[src/rtl/noc_pkg.sv]
// noc_pkg: definitions shared by the NoC processing node, router and master.
//   - tx_state_t : TX FSM states (IDLE / REQ / SEND)
//   - flit_last  : bit index of the last-flag inside a DATA_W+1 bit flit
//   - DEFAULT_DATA_W / DEFAULT_NODE_CNT : network-wide default sizing
package noc_pkg;

  localparam int DEFAULT_DATA_W   = 8;
  localparam int DEFAULT_NODE_CNT = 4;

  typedef enum logic [1:0] {
    IDLE = 2'd0,
    REQ  = 2'd1,
    SEND = 2'd2
  } tx_state_t;

  // The last-flag sits directly above the payload.
  function automatic int flit_last(input int data_w);
    return data_w;
  endfunction

endpackage

[src/rtl/noc_rx_monitor.sv]
// noc_rx_monitor: inbound flit statistics and sequence-integrity check.
// Ports:
//   clock, reset      rising-edge clock, asynchronous active-high reset
//   flit_data         {last, payload} from the router
//   flit_valid        flit_data valid this cycle
//   flit_count        flits received, saturating at all-ones
//   pkt_count         last-flits received, wrapping
//   seq_error         sticky payload-sequence mismatch, cleared by reset only
module noc_rx_monitor
  import noc_pkg::*;
#(
  parameter int DATA_W = DEFAULT_DATA_W,
  parameter int CNT_W  = 16
) (
  input  logic              clock,
  input  logic              reset,
  input  logic [DATA_W:0]   flit_data,
  input  logic              flit_valid,
  output logic [CNT_W-1:0]  flit_count,
  output logic [CNT_W-1:0]  pkt_count,
  output logic              seq_error
);

  localparam int LAST = flit_last(DATA_W);

  logic [DATA_W-1:0] exp_reg;
  logic [DATA_W-1:0] payload;
  logic              last;

  assign payload = flit_data[DATA_W-1:0];
  assign last    = flit_data[LAST];

  always_ff @(posedge clock or posedge reset) begin
    if (reset) begin
      flit_count <= '0;
      pkt_count  <= '0;
      seq_error  <= 1'b0;
      exp_reg    <= DATA_W'(1);
    end else if (flit_valid) begin
      if (flit_count != '1)
        flit_count <= flit_count + CNT_W'(1);
      if (last)
        pkt_count <= pkt_count + CNT_W'(1);
      if (payload != exp_reg)
        seq_error <= 1'b1;
      // Track the received payload rather than the old expectation so a single
      // corrupted flit does not cascade into errors on every following flit.
      exp_reg <= last ? DATA_W'(1) : payload + DATA_W'(1);
    end
  end

endmodule

[src/rtl/noc_traffic_node.sv]
// noc_traffic_node: NoC processing node.
// Accepts burst commands, requests a slot from the crossbar master, streams
// numbered flits {last, payload} under valid/ready, and monitors inbound
// traffic through noc_rx_monitor.
// Ports:
//   clock, reset                 rising-edge clock, asynchronous active-high reset
//   cmd_valid/cmd_ready          burst command handshake (cmd_dest, cmd_len)
//   req/req_dest/grant           slot request to the crossbar master
//   tx_data/tx_valid/tx_ready    outbound flit stream
//   rx_data/rx_valid             inbound flit stream (no backpressure)
//   busy                         high whenever the TX FSM is not IDLE
//   rx_flit_count/rx_pkt_count   receive statistics
//   rx_error                     sticky receive sequence error
module noc_traffic_node
  import noc_pkg::*;
#(
  parameter int DATA_W   = DEFAULT_DATA_W,
  parameter int NODE_CNT = DEFAULT_NODE_CNT,
  parameter int DEST_W   = $clog2(NODE_CNT),
  parameter int LEN_W    = 8,
  parameter int CNT_W    = 16
) (
  input  logic              clock,
  input  logic              reset,
  input  logic              cmd_valid,
  output logic              cmd_ready,
  input  logic [DEST_W-1:0] cmd_dest,
  input  logic [LEN_W-1:0]  cmd_len,
  output logic              req,
  output logic [DEST_W-1:0] req_dest,
  input  logic              grant,
  output logic [DATA_W:0]   tx_data,
  output logic              tx_valid,
  input  logic              tx_ready,
  input  logic [DATA_W:0]   rx_data,
  input  logic              rx_valid,
  output logic              busy,
  output logic [CNT_W-1:0]  rx_flit_count,
  output logic [CNT_W-1:0]  rx_pkt_count,
  output logic              rx_error
);

  localparam int               LAST    = flit_last(DATA_W);
  localparam logic [LEN_W-1:0] SEQ_ONE = LEN_W'(1);

  tx_state_t        state;
  logic [LEN_W-1:0] seq_reg;
  logic [LEN_W-1:0] len_reg;
  logic [LEN_W-1:0] seq_inc;

  assign seq_inc   = seq_reg + SEQ_ONE;
  assign cmd_ready = (state == IDLE);

  // Payload is seq resized to DATA_W (truncated or zero-extended); last is set
  // on the flit whose number equals the burst length.
  function automatic logic [DATA_W:0] make_flit(input logic [LEN_W-1:0] s,
                                                input logic [LEN_W-1:0] l);
    logic [DATA_W:0] f;
    f                = '0;
    f[DATA_W-1:0]    = DATA_W'(s);
    f[LAST]          = (s == l);
    return f;
  endfunction

  // tx_data is preloaded one cycle ahead (on grant or on each handshake) so
  // that it can be a plain register and still change on every accepted flit.
  always_ff @(posedge clock or posedge reset) begin
    if (reset) begin
      state    <= IDLE;
      seq_reg  <= '0;
      len_reg  <= '0;
      req      <= 1'b0;
      req_dest <= '0;
      tx_valid <= 1'b0;
      tx_data  <= '0;
      busy     <= 1'b0;
    end else begin
      unique case (state)
        IDLE: begin
          // A zero-length command is consumed here without issuing a request.
          if (cmd_valid && (cmd_len != '0)) begin
            len_reg  <= cmd_len;
            seq_reg  <= SEQ_ONE;
            req      <= 1'b1;
            req_dest <= cmd_dest;
            busy     <= 1'b1;
            state    <= REQ;
          end
        end
        REQ: begin
          if (grant) begin
            req      <= 1'b0;
            tx_valid <= 1'b1;
            tx_data  <= make_flit(seq_reg, len_reg);
            state    <= SEND;
          end
        end
        SEND: begin
          if (tx_valid && tx_ready) begin
            if (tx_data[LAST]) begin
              tx_valid <= 1'b0;
              tx_data  <= '0;
              busy     <= 1'b0;
              state    <= IDLE;
            end else begin
              seq_reg <= seq_inc;
              tx_data <= make_flit(seq_inc, len_reg);
            end
          end
        end
        default: begin
          state    <= IDLE;
          req      <= 1'b0;
          tx_valid <= 1'b0;
          busy     <= 1'b0;
        end
      endcase
    end
  end

  noc_rx_monitor #(
    .DATA_W (DATA_W),
    .CNT_W  (CNT_W)
  ) u_rx_monitor (
    .clock      (clock),
    .reset      (reset),
    .flit_data  (rx_data),
    .flit_valid (rx_valid),
    .flit_count (rx_flit_count),
    .pkt_count  (rx_pkt_count),
    .seq_error  (rx_error)
  );

endmodule

[config.mk]
export PLATFORM = sky130hd
export DESIGN_NAME = noc_traffic_node
export DESIGN_NICKNAME = d
export VERILOG_FILES = /design/src/rtl/noc_pkg.sv /design/src/rtl/noc_rx_monitor.sv /design/src/rtl/noc_traffic_node.sv
export SDC_FILE = /design/constraint.sdc
export NUM_CORES = 1
export LEC_CHECK = 0
export CELL_PAD_IN_SITES_DETAIL_PLACEMENT = 1
export CELL_PAD_IN_SITES_GLOBAL_PLACEMENT = 1
export CORE_MARGIN = 2
export CORE_UTILIZATION = 35
export DETAILED_ROUTE_END_ITERATION = 10
export PLACE_DENSITY = 0.68
export REMOVE_ABC_BUFFERS = 1
export SLEW_MARGIN = 5
export SYNTH_ARGS = -nofsm -noshare
export SYNTH_HDL_FRONTEND = slang
export SYNTH_SLANG_ARGS = --single-unit
[constraint.sdc]
create_clock -name clock -period 2.9 [get_ports clock]
set_clock_uncertainty 0.05 [all_clocks]
set_input_delay 0.58 -clock clock [delete_from_list [all_inputs] [get_ports clock]]
set_output_delay 0.58 -clock clock [all_outputs]
set_load 0.02 [all_outputs]
==> flow_summary.ini <==
[run_status]
run_status = complete, no violations

[die]
die-height_um = 107
die_area_um2 = 11500
core_region_area_um2 = 10300
std_cell_rows = 37
start_util_pct = 36.2
io_pins = 73
fp.dieW_um = 107

[grt]
grt_overflow = 0
antenna_found_initial = 0
groute.usage.overall_pct = 16.8
grt_start_max_net_pins = 31
grt_pass1_wl_um = 15300
first_global_vias = 3072

[power]
internal_power_mw = 2.58
power.clock.fraction_pct = 21.6
vdd_drop_max_v = 0.000312
pwr_density_cell_nw_per_um2 = 843
power_switching_share_pct = 36.7
netSwitchingPower_mw = 1.50
power_leakage_nw = 1.98
comb_power_share_pct = 38.6
share_seq_of_total_power_pct = 39.8

[sta]
timing_worst_slew_pin_value_ns = 0.530
report.final.slew_viol_count = 0
finalSetupViolCount = 0
final_hold_viol_count = 0
setup-tns-final_ns = 0
timing.final.crit_share_pct = 79.2
fmax_mhz = 435
slew_headroom_pct = 64.5
rsz_0062_raised_after_global_routing = false
finalCriticalPeriod_ns = 2.30

[cts]
clock_tree_from_tritoncts = yes
post_cts.repair.setup_buffers = 0
max-clock-path-buffers = 2
cts_root_buf = clkbuf_8
cts_max_level = 3
clock_latency_ns = 0.35
clock_sinks = 73
cts.reportedPaths.clkPinSlew_ns = 0.08
cts_resized = 0
cts_hold_buf = 0
numCtsBuffers = 9

[drt]
vias = 2940
routed_via_density = 5.04
ant_nets = 0
wirelength_um = 8860
route.detailed.drc = 0
drt_iter0_markers = 108
drt-pass1-iter-count = 4
wl_per_cell_um = 15.2

[job]
cap_viol_max_count = 0

[yosys]
synth_simple_gate_area_share_pct = 17.7
yosys_warning_count = 0
synth_compound_area_share_pct = 10.3
post_synth_fa_ha_maj_area_fraction_pct = 1.34
synth_cell_types = 49
synth-seq-cells = 73
largest_family_of_logic_cells_by_synthesized_area = simple AND/OR/NAND/NOR gates
synth.mux.area_fraction_pct = 5.19
netlist_area_um2 = 3730
yosys.area_share.xor_xnor_pct = 13.1
synth-seq-area-share_pct = 48.9
syn_inst = 366
synthesis.area_per_instance_um2 = 10.2

[critical_path]
cpLargestDelayFamily = buffers and inverters
worst-endpoint-required_ns = 2.27
start_kind = flip-flop
crit_slowest_cell = clkdlybuf4s50_1
timing.critical_path.arrival_ns = 1.67
reg2reg_slack_ns = 0.79
worstPathBufferInverterCount = 1
critPathMaxFanout = 13
critPathKind = flip-flop to output port
crit_path_cell_trace = clkdlybuf4s50_1
cp-end-kind = output port
critical_path.max_stage_delay_ns = 0.69

[placed_design]
global_placer_s_final_weighted_congestion = 0.825
dp_hpwl_um = 6680
place.port_buffers = 72
placed_cell_area_um2 = 4620

[cells_and_area]
insertedDiodeCount = 0
design.final.nets = 471
syn2layout_area_growth_pct = 29.6
final_layout_size_suffix_gt1_share_pct = 10.7
top_regs = u_rx_monitor.flit_count x16, u_rx_monitor.pkt_count x16, tx_data x9
layout.cell_area.non_filler_um2 = 4840

[hold_path]
worstHoldPathType = flip-flop to flip-flop
[metal layers]
| layer | share of wire [%] | global-route usage, % | vias to the layer above |
|---|---|---|---|
| li1 | - | - | 1426 |
| met1 | 47 | 22.5 | 1445 |
| met2 | 48 | 27.3 | 61 |
| met3 | 4.0 | 3.39 | 8 |
| met4 | 1.1 | 5.57 | 0 |
| met5 | 0 | 0 | - |
[metrics by stage]
stage | utilization [%] | setup WS (ns) | hold slack (ns) | instances | power (mW)
2_1_floorplan | - | 0.418 | 0.424 | 350 | 2.54
3_3_place_gp | 44.8 | 0.325 | 0.401 | 567 | 3.20
3_5_place_dp | 44.8 | 0.289 | 0.414 | 567 | 3.25
4_1_cts | 46.9 | 0.602 | 0.436 | 583 | 4.15
5_1_grt | 46.9 | 0.551 | 0.457 | 583 | 4.37
6_report | 46.9 | 0.604 | 0.427 | 583 | 4.08
[synthesized netlist by cell type (all sizes together)]
cell type | number | area [um2]
a21o | 1 | 8.76
a21oi | 25 | 125
a22o | 1 | 8.76
a2bb2oi | 1 | 8.76
a31oi | 5 | 31.3
a41oi | 1 | 8.76
and2 | 1 | 6.26
and2b | 1 | 7.51
and3 | 11 | 68.8
and4 | 2 | 17.5
and4bb | 1 | 12.5
buf | 10 | 60.1
clkbuf | 6 | 23.8
dfrtp | 72 | 1800
dfstp | 1 | 26.3
ha | 4 | 50.1
inv | 12 | 45.0
mux2 | 13 | 184
mux2i | 1 | 10.0
nand2 | 30 | 113
nand2b | 4 | 25.0
nand3 | 18 | 95.1
nand3b | 2 | 15.0
nand4 | 12 | 75.1
nand4b | 1 | 8.76
nand4bb | 1 | 11.3
nor2 | 22 | 85.1
nor2b | 2 | 12.5
nor3 | 8 | 40.0
nor3b | 4 | 30.0
nor4b | 1 | 8.76
o2111ai | 1 | 8.76
o21ai | 21 | 113
o21ba | 1 | 10.0
o221a | 1 | 11.3
o22ai | 8 | 50.1
or2 | 1 | 6.26
or3 | 1 | 6.26
or4 | 2 | 15.0
xnor2 | 46 | 403
xor2 | 10 | 87.6
[final timing paths]
| kind | startpoint | cells past startpoint | endpoint |
|---|---|---|---|
| hold reg to reg | u_rx_monitor.pkt_count[15] | 1 | u_rx_monitor.pkt_count[15] |
| hold / removal | u_rx_monitor.pkt_count[15] | 1 | u_rx_monitor.pkt_count[15] |
| setup reg to reg | seq_reg[0] | 6 | tx_data[8] |
| setup / recovery | tx_data[8] | 1 | tx_data[8] |
| max in group asynchronous | reset | 3 | u_rx_monitor.pkt_count[0] |
| min in group asynchronous | reset | 2 | u_rx_monitor.exp_reg[2] |
[power groups by stage]
stage	Sequential, mW	Clock, mW	Combinational, mW
2_1_floorplan	1.76	0	0.781
3_3_place_gp	1.64	0	1.56
3_5_place_dp	1.65	0	1.60
4_1_cts	1.63	0.912	1.61
5_1_grt	1.67	0.961	1.74
6_report	1.62	0.882	1.57
[layout by cell type (no fill, tap or decap), types with 9 or more instances in the layout]
cell             netlist  final
a21oi_1               25     25
and3_1                11     11
clkbuf_8               0      9
clkdlybuf4s50_1        0     72
dfrtp_1               72     72
inv_1                 12     11
mux2_4                10     10
nand2_1               30     30
nand3_1               17     17
nand4_1               12     12
nor2_1                21     21
o21ai_0               19     19
xnor2_1               46     46
xor2_1                10     10
[logic make-up after synthesis]
kind of cell    Yosys count
buf+inv                  28
simple gates            125
mux                      14
fa+ha+maj                 4
compound gates           66
xor+xnor                 56
flops                    73
[final cells by class]
| cell class | count | area, um2 |
|---|---|---|
| fillers | 1171 | 5480 |
| flip-flops and latches | 73 | 1830 |
| multi-input cells | 265 | 1780 |
| repair buffers | 81 | 801 |
| well taps | 136 | 170 |
| clock buffers | 9 | 124 |
| clock inverters | 7 | 93.8 |
| inverters | 12 | 45.0 |
No activity file was read; power rests on OpenSTA's default activity.
